File: config.mk
export PLATFORM = sky130hd
export DESIGN_NAME = sm4_key_expansion
export DESIGN_NICKNAME = d
export VERILOG_FILES = /design/src/rtl/sm4_key_expansion.sv
export SDC_FILE = /design/constraint.sdc
export NUM_CORES = 2
export LEC_CHECK = 0
export BUFFER_PORTS_ARGS = -buffer_cell sky130_fd_sc_hd__buf_2
export CORE_AREA = 2 2 457 459
export CTS_CLUSTER_SIZE = 30
export DETAILED_ROUTE_END_ITERATION = 8
export DIE_AREA = 0 0 459 461
export SYNTH_ARGS = -nofsm -noshare
export SYNTH_HDL_FRONTEND = slang
export SYNTH_SLANG_ARGS = --single-unit
File: constraint.sdc
create_clock -name clk -period 7.3 [get_ports clk]
set_input_delay 1.46 -clock clk [delete_from_list [all_inputs] [get_ports clk]]
set_output_delay 1.46 -clock clk [all_outputs]
set_load 0.1 [all_outputs]
File: src/rtl/sm4_key_expansion.sv
// rtl/sm4_key_expansion.sv - SM4 key schedule: 128-bit cipher key to 32 registered round keys
module sm4_key_expansion #(
    parameter int ROUNDS_PER_CYCLE = 1,
    parameter bit CLEAR_ON_START   = 1'b1
) (
    input  logic         clk,
    input  logic         reset_n,
    input  logic         sm4_enable_in,
    input  logic         key_exp_enable_in,
    input  logic         dec_sel_in,
    input  logic [127:0] key_in,
    output logic [31:0]  rk_00_out,
    output logic [31:0]  rk_01_out,
    output logic [31:0]  rk_02_out,
    output logic [31:0]  rk_03_out,
    output logic [31:0]  rk_04_out,
    output logic [31:0]  rk_05_out,
    output logic [31:0]  rk_06_out,
    output logic [31:0]  rk_07_out,
    output logic [31:0]  rk_08_out,
    output logic [31:0]  rk_09_out,
    output logic [31:0]  rk_10_out,
    output logic [31:0]  rk_11_out,
    output logic [31:0]  rk_12_out,
    output logic [31:0]  rk_13_out,
    output logic [31:0]  rk_14_out,
    output logic [31:0]  rk_15_out,
    output logic [31:0]  rk_16_out,
    output logic [31:0]  rk_17_out,
    output logic [31:0]  rk_18_out,
    output logic [31:0]  rk_19_out,
    output logic [31:0]  rk_20_out,
    output logic [31:0]  rk_21_out,
    output logic [31:0]  rk_22_out,
    output logic [31:0]  rk_23_out,
    output logic [31:0]  rk_24_out,
    output logic [31:0]  rk_25_out,
    output logic [31:0]  rk_26_out,
    output logic [31:0]  rk_27_out,
    output logic [31:0]  rk_28_out,
    output logic [31:0]  rk_29_out,
    output logic [31:0]  rk_30_out,
    output logic [31:0]  rk_31_out,
    output logic         key_exp_ready_out,
    output logic         busy_out
);
    typedef enum logic [1:0] {IDLE, EXPAND, DONE} state_t;

    localparam logic [127:0] FK = 128'hA3B1BAC6_56AA3350_677D9197_B27022DC;
    // First byte written is entry 255, so S-box entry x lives at SBOX[~x].
    localparam logic [255:0][7:0] SBOX = {
        128'hd690e9fecce13db716b614c228fb2c05, 128'h2b679a762abe04c3aa44132649860699,
        128'h9c4250f491ef987a33540b43edcfac62, 128'he4b31ca9c908e89580df94fa758f3fa6,
        128'h4707a7fcf37317ba83593c19e6854fa8, 128'h686b81b27164da8bf8eb0f4b70569d35,
        128'h1e240e5e6358d1a225227c3b01217887, 128'hd40046579fd327524c3602e7a0c4c89e,
        128'heabf8ad240c738b5a3f7f2cef96115a1, 128'he0ae5da49b341a55ad933230f58cb1e3,
        128'h1df6e22e8266ca60c02923ab0d534e6f, 128'hd5db3745defd8e2f03ff6a726d6c5b51,
        128'h8d1baf92bbddbc7f11d95c411f105ad8, 128'h0ac13188a5cd7bbd2d74d012b8e5b4b0,
        128'h8969974a0c96777e65b9f109c56ec684, 128'h18f07dec3adc4d2079ee5f3ed7cb3948
    };

    function automatic logic [31:0] t_prime(input logic [31:0] x);
        logic [31:0] b;
        for (int j = 0; j < 4; j++) b[8*j +: 8] = SBOX[~x[8*j +: 8]];
        return b ^ {b[18:0], b[31:19]} ^ {b[8:0], b[31:9]};
    endfunction

    function automatic logic [31:0] ck(input logic [4:0] i);
        logic [31:0] c;
        for (int j = 0; j < 4; j++) c[31-8*j -: 8] = 8'((4 * int'(i) + j) * 7);
        return c;
    endfunction

    state_t      state_q, state_d;
    logic [4:0]  cnt_q, cnt_d;
    logic        dec_q, dec_d;
    logic [31:0] k_q [4];
    logic [31:0] k_d [4];
    logic [31:0] rk_q [32];
    logic [31:0] rk_d [32];
    logic [31:0] w [4];
    logic [31:0] nk;
    logic [31:0] rk_map [32];
    logic        last_step;

    assign last_step = ({1'b0, cnt_q} + 6'(ROUNDS_PER_CYCLE)) == 6'd32;

    always_ff @(posedge clk) begin
        if (!reset_n) begin
            state_q <= IDLE;
            cnt_q   <= '0;
            dec_q   <= 1'b0;
            for (int i = 0; i < 4; i++) k_q[i] <= '0;
            for (int i = 0; i < 32; i++) rk_q[i] <= '0;
        end else begin
            state_q <= state_d;
            cnt_q   <= cnt_d;
            dec_q   <= dec_d;
            k_q     <= k_d;
            rk_q    <= rk_d;
        end
    end

    always_comb begin
        state_d = state_q;
        if (sm4_enable_in) begin
            unique case (state_q)
                IDLE:    if (key_exp_enable_in) state_d = EXPAND;
                EXPAND:  if (!key_exp_enable_in) state_d = IDLE;
                         else if (last_step) state_d = DONE;
                DONE:    if (!key_exp_enable_in) state_d = IDLE;
                default: state_d = IDLE;
            endcase
        end
    end

    // Working window w[0..3] holds K[i..i+3]; each round shifts in K[i+4], which is also rk[i].
    always_comb begin
        cnt_d = cnt_q;
        dec_d = dec_q;
        k_d   = k_q;
        rk_d  = rk_q;
        w     = k_q;
        nk    = '0;
        if (sm4_enable_in && key_exp_enable_in) begin
            if (state_q == IDLE) begin
                for (int i = 0; i < 4; i++) k_d[i] = key_in[127-32*i -: 32] ^ FK[127-32*i -: 32];
                dec_d = dec_sel_in;
                cnt_d = '0;
                if (CLEAR_ON_START) for (int i = 0; i < 32; i++) rk_d[i] = '0;
            end else if (state_q == EXPAND) begin
                for (int r = 0; r < ROUNDS_PER_CYCLE; r++) begin
                    nk = w[0] ^ t_prime(w[1] ^ w[2] ^ w[3] ^ ck(cnt_q + 5'(r)));
                    rk_d[cnt_q + 5'(r)] = nk;
                    w[0] = w[1];
                    w[1] = w[2];
                    w[2] = w[3];
                    w[3] = nk;
                end
                k_d = w;
                if (!last_step) cnt_d = cnt_q + 5'(ROUNDS_PER_CYCLE);
            end
        end
    end

    always_comb begin
        key_exp_ready_out = (state_q == DONE);
        busy_out          = (state_q == EXPAND);
        for (int j = 0; j < 32; j++) rk_map[j] = dec_q ? rk_q[31-j] : rk_q[j];
    end

    assign rk_00_out = rk_map[0];
    assign rk_01_out = rk_map[1];
    assign rk_02_out = rk_map[2];
    assign rk_03_out = rk_map[3];
    assign rk_04_out = rk_map[4];
    assign rk_05_out = rk_map[5];
    assign rk_06_out = rk_map[6];
    assign rk_07_out = rk_map[7];
    assign rk_08_out = rk_map[8];
    assign rk_09_out = rk_map[9];
    assign rk_10_out = rk_map[10];
    assign rk_11_out = rk_map[11];
    assign rk_12_out = rk_map[12];
    assign rk_13_out = rk_map[13];
    assign rk_14_out = rk_map[14];
    assign rk_15_out = rk_map[15];
    assign rk_16_out = rk_map[16];
    assign rk_17_out = rk_map[17];
    assign rk_18_out = rk_map[18];
    assign rk_19_out = rk_map[19];
    assign rk_20_out = rk_map[20];
    assign rk_21_out = rk_map[21];
    assign rk_22_out = rk_map[22];
    assign rk_23_out = rk_map[23];
    assign rk_24_out = rk_map[24];
    assign rk_25_out = rk_map[25];
    assign rk_26_out = rk_map[26];
    assign rk_27_out = rk_map[27];
    assign rk_28_out = rk_map[28];
    assign rk_29_out = rk_map[29];
    assign rk_30_out = rk_map[30];
    assign rk_31_out = rk_map[31];
endmodule
# Word-level counts from Yosys, hierarchy flattened
# Memories as Yosys holds them, arrays and structs flattened.
# Cells that the tools add are included.
[classes]
n_addsub = 5
multipliers = 4
n_lt_le_gt_ge = 6
n_eq_ne = 7
n_mux = 51
bitwise_logic = 15
reduce_logical = 8
[op_table]
columns = ["op", "count"]
rows = [
  ["$mux W1024", 2],
  ["$mux W32", 33],
  ["$bwmux W1024", 1],
  ["$mux W128", 2],
  ["$xor A32 B32 Y32", 6],
  ["$demux W32 S5", 1],
  ["$lt A8 B9 Y1 const B", 4],
  ["$mux W8", 4],
  ["$not A8 Y8", 4],
  ["$not A14 Y14", 2],
  ["$mul A8 B3 Y8 const B", 3],
  ["$not A19 Y19", 1],
  ["$not A17 Y17", 1],
  ["$add A7 B2 Y8 const B", 2],
  ["$mux W5", 3],
  ["$add A7 B1 Y8 const B", 1],
  ["$mux W2", 4],
  ["$add A5 B1 Y6 const B", 1],
  ["$eq A6 B6 Y1 const B", 1],
  ["$ge A6 B6 Y1 const B", 1],
  ["$lt A6 B1 Y1 const B", 1],
  ["$mul A5 B3 Y6 const B", 1],
  ["$not A5 Y6", 1],
  ["$pmux W2 S3", 1],
  ["12 further kinds", 15],
]
[word_totals]
ff_bits = 1160
romBits = 8192
input_bits = 133
out_inout_bits = 1026
elab_cells = 139
memories = 4
[mem_list]
columns = ["memory", "words", "word_bits", "rd", "rd_clocked_by_memory_dff", "wr", "line", "source"]
rows = [
  ["(name not given)", 256, 8, 1, 0, 0, "64", "for (int j = 0; j < 4; j++) b[8*j +: 8] = SBOX[~x[8*j +: 8]];"],
  ["(name not given)", 256, 8, 1, 0, 0, "64", ""],
  ["(name not given)", 256, 8, 1, 0, 0, "64", ""],
  ["(name not given)", 256, 8, 1, 0, 0, "64", ""],
]

# Longest topological paths before layout
[depth]
word_depth = 12
ltp_mapped = 20
ltp_nobuf = 15

# Worst setup path before layout
# OpenSTA, ideal clock, no wires.
[synth_timing]
path_kind = "reg2reg"
start = "register cnt_q[1]"
end = "register rk_q[1020] in the netlist's numbering"
setup_ns = 0.117
t_arrival_ns = 4.709
path_slack_ns = 2.474
path_stages_with_launch = 18
path_buffers = 5
period_less_slack_ns = 4.826
cell_sequence = "dfxtp_1 -> fa_1 -> inv_1 -> fa_1 -> xor2_1 -> xnor2_1 -> clkbuf_1 -> buf_1 -> clkbuf_1 -> clkbuf_1 -> nor2_1 -> o31ai_1 -> a31oi_1 -> a2111oi_0 -> a31oi_2 -> xnor3_1 -> buf_4 -> a22o_1"
[synth_between]
elab_chain_len = 12
[synth_lines]
columns = ["item", "line", "source"]
rows = [
  ["start: declaration", "75", "logic [4:0] cnt_q, cnt_d;"],
  ["start signal: assignment", "97", "cnt_q <= cnt_d;"],
  ["$add A7 B2 Y8", "70", "for (int j = 0; j < 4; j++) c[31-8*j -: 8] = 8'((4 * int'(i) + j) * 7);"],
  ["$mul A8 B3 Y8", "70", ""],
  ["$xor A32 B32 Y32", "133", "nk = w[0] ^ t_prime(w[1] ^ w[2] ^ w[3] ^ ck(cnt_q + 5'(r)));"],
  ["$not A8 Y8", "64", ""],
  ["$mem_v2 Z256 W8", "--", ""],
  ["$mux W8 (not written as such)", "64", ""],
  ["$xor A32 B32 Y32 (2 in series)", "65", "return b ^ {b[18:0], b[31:19]} ^ {b[8:0], b[31:9]};"],
  ["$xor A32 B32 Y32", "133", ""],
  ["$bwmux W1024 (*)", "134", "rk_d[cnt_q + 5'(r)] = nk;"],
  ["$mux W1024 (*)", "131", "end else if (state_q == EXPAND) begin"],
  ["$mux W1024 (*)", "126", "if (state_q == IDLE) begin"],
  ["end signal: assignment", "100", "rk_q <= rk_d;"],
  ["end: declaration", "79", "logic [31:0] rk_q [32];"],
]
# Every way passes the cells marked *; elsewhere a longest branch is shown, timed or not. The select of a mux whose other input is x is not followed.
# A chain may end at the register's enable or synchronous reset.

# Worst setup path after layout
[layout_timing]
start = "register cnt_q[1]"
end = "register rk_q[775] in the netlist's numbering"
# The elaborated chain is that of the path after synthesis.

==> summary.md <==
| Metric | Value |
|---|---|
| Drt total wl | `398 mm` |
| Met2 wire length | `169 mm` |
| Area grow syn2layout | `24.1%` |
| Unrepaired setup endpoints after global routing | `no` |
| Slowest-stage cell, CP | `o32ai_1` |
| Highest routed layer | `met5` |
| Dpl hpwl | `291 mm` |
| Placed Cells incl. Taps | `10600` |
| Avg WL per Cell | `36.6 µm` |
| Synth warn | `0` |
| I/O Buffers | `1158` |
| Pin count of the biggest net entering global routing | `148` |
| Seq/Total Area, Yosys | `36.1%` |
| Worst VDD drop | `1.94 mV` |
| Status | `complete, no violations` |
| Non-Filler Instances | `10900` |
| Period utilisation layout | `88.7%` |
| Setup Buffers After CTS | `0` |
| WP data required | `7.99 ns` |
| Ratio of cells with drive above 1 in the final layout | `36.4%` |
| Synth top area share | `36.1%` |
| Arr. time, crit path | `7.17 ns` |
| Max-cap violations | `0` |
| Least-Margin Pin Slew | `1.45 ns` |
| Hold WS | `0.461 ns` |
| Critical-path cell list | `fa_1, nand2_1, fa_1, xnor2_1, xor2_2, buf_4, buf_4, nor2_1, o21ai_0, o21ai_0, o32ai_1, xor2_1, xnor2_1, xnor2_4, buf_12, a22o_1` |
| Syn_nets | `7256` |
| Post-DP Area | `75300 µm²` |
| Sum Neg Setup Slack | `0 ns` |
| Initial antenna violation count | `34` |
| CTS H-Tree Depth | `4` |
| Clk pin slew, worst setup/hold paths | `0.06 ns` |
| First-pass GRT wire length | `532 mm` |
| Initial core utilization | `31.1%` |
| Pwr dens | `544 nW/µm²` |
| Global route overflow | `0` |
| Post-route cell area | `79700 µm²` |
| EDFF count, synth | `0` |
| DR iter-0 viols | `9354` |
| Vias in the first global route | `62500` |
| #FFs+latches synth | `1160` |
| Count leader, synth | `dfxtp_1` |
| Synth unique cells | `96` |
| Count of cells resized by post-cts repair | `0` |
| Critical-path maximum fanout | `25` |
| Row cnt | `167` |
| Via count | `68300` |
| Worst hold-check path type | `register to register` |
| Period minus WS final | `6.48 ns` |
| Max frequency | `154 MHz` |
| Num Clock Sinks | `1160` |
| Post-synth top cells | `dfxtp_1, mux2_2, a22o_1, nand2_1, o21ai_0` |
| Worst setup path class | `register to register` |
| Most area-hungry cell type in the Yosys netlist | `dfxtp_1` |
| Worst slew margin | `2.78%` |
| Final Max Slew Viols | `0` |
| Static Leak | `34.3 nW` |
| CTS tree | `yes` |
| Die area | `212000 µm²` |
| Clk buf depth | `3` |
| Mapped Avg Cell Area | `9.09 µm²` |
| Die Span Y | `461 µm` |
| Setup-failing EPs final | `0` |
| Ys flop type | `dfxtp_1` |
| Nets | `8226` |
| GRT Util Overall | `35.6%` |
| CTS Root Cell | `clkbuf_16` |
| I/O Pins | `1159` |
| Drt drc | `0` |
| Met3 WL | `42.0 mm` |
| Drt via density | `6.29` |
| DRT Pass-1 Iters | `8` |
| Crit end category | `register` |
| Clock skew | `0.0781 ns` |
| Met1 Wirelength | `154 mm` |
| Synth top area cells | `dfxtp_1, mux2_2, a22o_1` |
| Final Wtd Congestion | `0.969` |
| CTS Hold Bufs | `0` |
| Mapped Area | `64300 µm²` |
| Routed Antenna Nets | `0` |
| Die width | `459 µm` |
| Async set-reset flop share out of synthesis | `0%` |
| Fin. Hold Viols | `0` |
| CP max stage delay | `1.06 ns` |
| Total CTS buffers | `134` |
| Worst setup SP type | `register` |
| Core region area | `206000 µm²` |
| Cells after Synth | `7073` |
| Worst skew pair latency | `0.82 ns` |
[power by group]
part           leakage (nW)  internal [W]  switching, W
clock network          2.16       0.00392       0.00293
logic                  22.8       0.00788        0.0221
registers              9.36       0.00643      0.000125
total                  34.3        0.0182        0.0251
[path summary, 6_finish.rpt]
kind,slack (ns),to,start,cells after the start
setup / recovery,0.82,rk_q[775],cnt_q[1],16
hold / removal,0.46,rk_q[494],rk_q[494],2
setup reg to reg,0.82,rk_q[775],cnt_q[1],16
hold reg to reg,0.46,rk_q[494],rk_q[494],2
[flip-flops by register name, summed over array words and instances (netlist names)]
name     cells
k_q        128
state_q      2
dec_q        1
rk_q      1024
cnt_q        5
[final cells by class]
cell class / instances / area [µm²]
clock inverter: 45 / 568
fill: 20800 / 127000
sequential: 1160 / 23200
inverter: 52 / 195
multi-input combinational: 5141 / 38900
antenna: 18 / 45.0
timing repair buffer: 1554 / 9570
clock buffer: 189 / 3840
tap: 2704 / 3380
[cells in the final DEF (no fill, tap or decap), types with 33 or more instances in the layout]
| cell type | instances |
|---|---|
| a31oi_1 | 68 |
| mux2_2 | 1025 |
| o21ai_1 | 55 |
| nor2_1 | 417 |
| o211ai_1 | 57 |
| xnor2_1 | 83 |
| ha_1 | 42 |
| a221oi_1 | 49 |
| a22o_1 | 782 |
| xor2_1 | 35 |
| o22ai_1 | 44 |
| clkbuf_16 | 135 |
| a21oi_1 | 293 |
| o21ai_0 | 518 |
| a211oi_1 | 66 |
| inv_1 | 45 |
| buf_12 | 64 |
| buf_4 | 331 |
| o311ai_0 | 37 |
| dfxtp_1 | 1158 |
| nand3_1 | 102 |
| nor3_1 | 177 |
| nand2_1 | 654 |
| buf_2 | 1158 |
| o221ai_1 | 33 |
[logic make-up after synthesis]
family / after synthesis / synth area share, %
mux: 1042 / 18.3
fa+ha+maj: 51 / 1.07
buf+inv: 772 / 5.04
compound gates: 2312 / 25.7
flops: 1160 / 36.1
xor+xnor: 203 / 3.61
simple gates: 1533 / 10.2
[per-layer routing]
layer | GRT usage [%] | vias to the layer above
met5 | 0 | -
li1 | - | 28400
met4 | 25.3 | 16
met1 | 44.6 | 34500
met2 | 52.3 | 4498
met3 | 9.95 | 904
[worst max-delay path, delay by kind of cell, from the launching register on]
family | cells | cell delay [ns]
xor gates and xnor gates | 5 | 2.08
AOI/OAI and AO/OA | 4 | 1.52
adders and majority gates | 2 | 1.22
buffers and inverters | 3 | 0.76
DFF | 1 | 0.46
and+or+nand+nor | 2 | 0.20
[through the flow]
| step | setup WS, ns | power, W | util (%) |
|---|---|---|---|
| 2_1_floorplan | 2.47 | 0.0175 | - |
| 3_3_place_gp | 0.847 | 0.0356 | 36.4 |
| 3_5_place_dp | 0.992 | 0.0356 | 36.5 |
| 4_1_cts | 0.953 | 0.0424 | 38.6 |
| 5_1_grt | 0.698 | 0.0435 | 38.6 |
| 6_report | 0.823 | 0.0434 | 38.6 |
(Power assumes the default switching activity.)
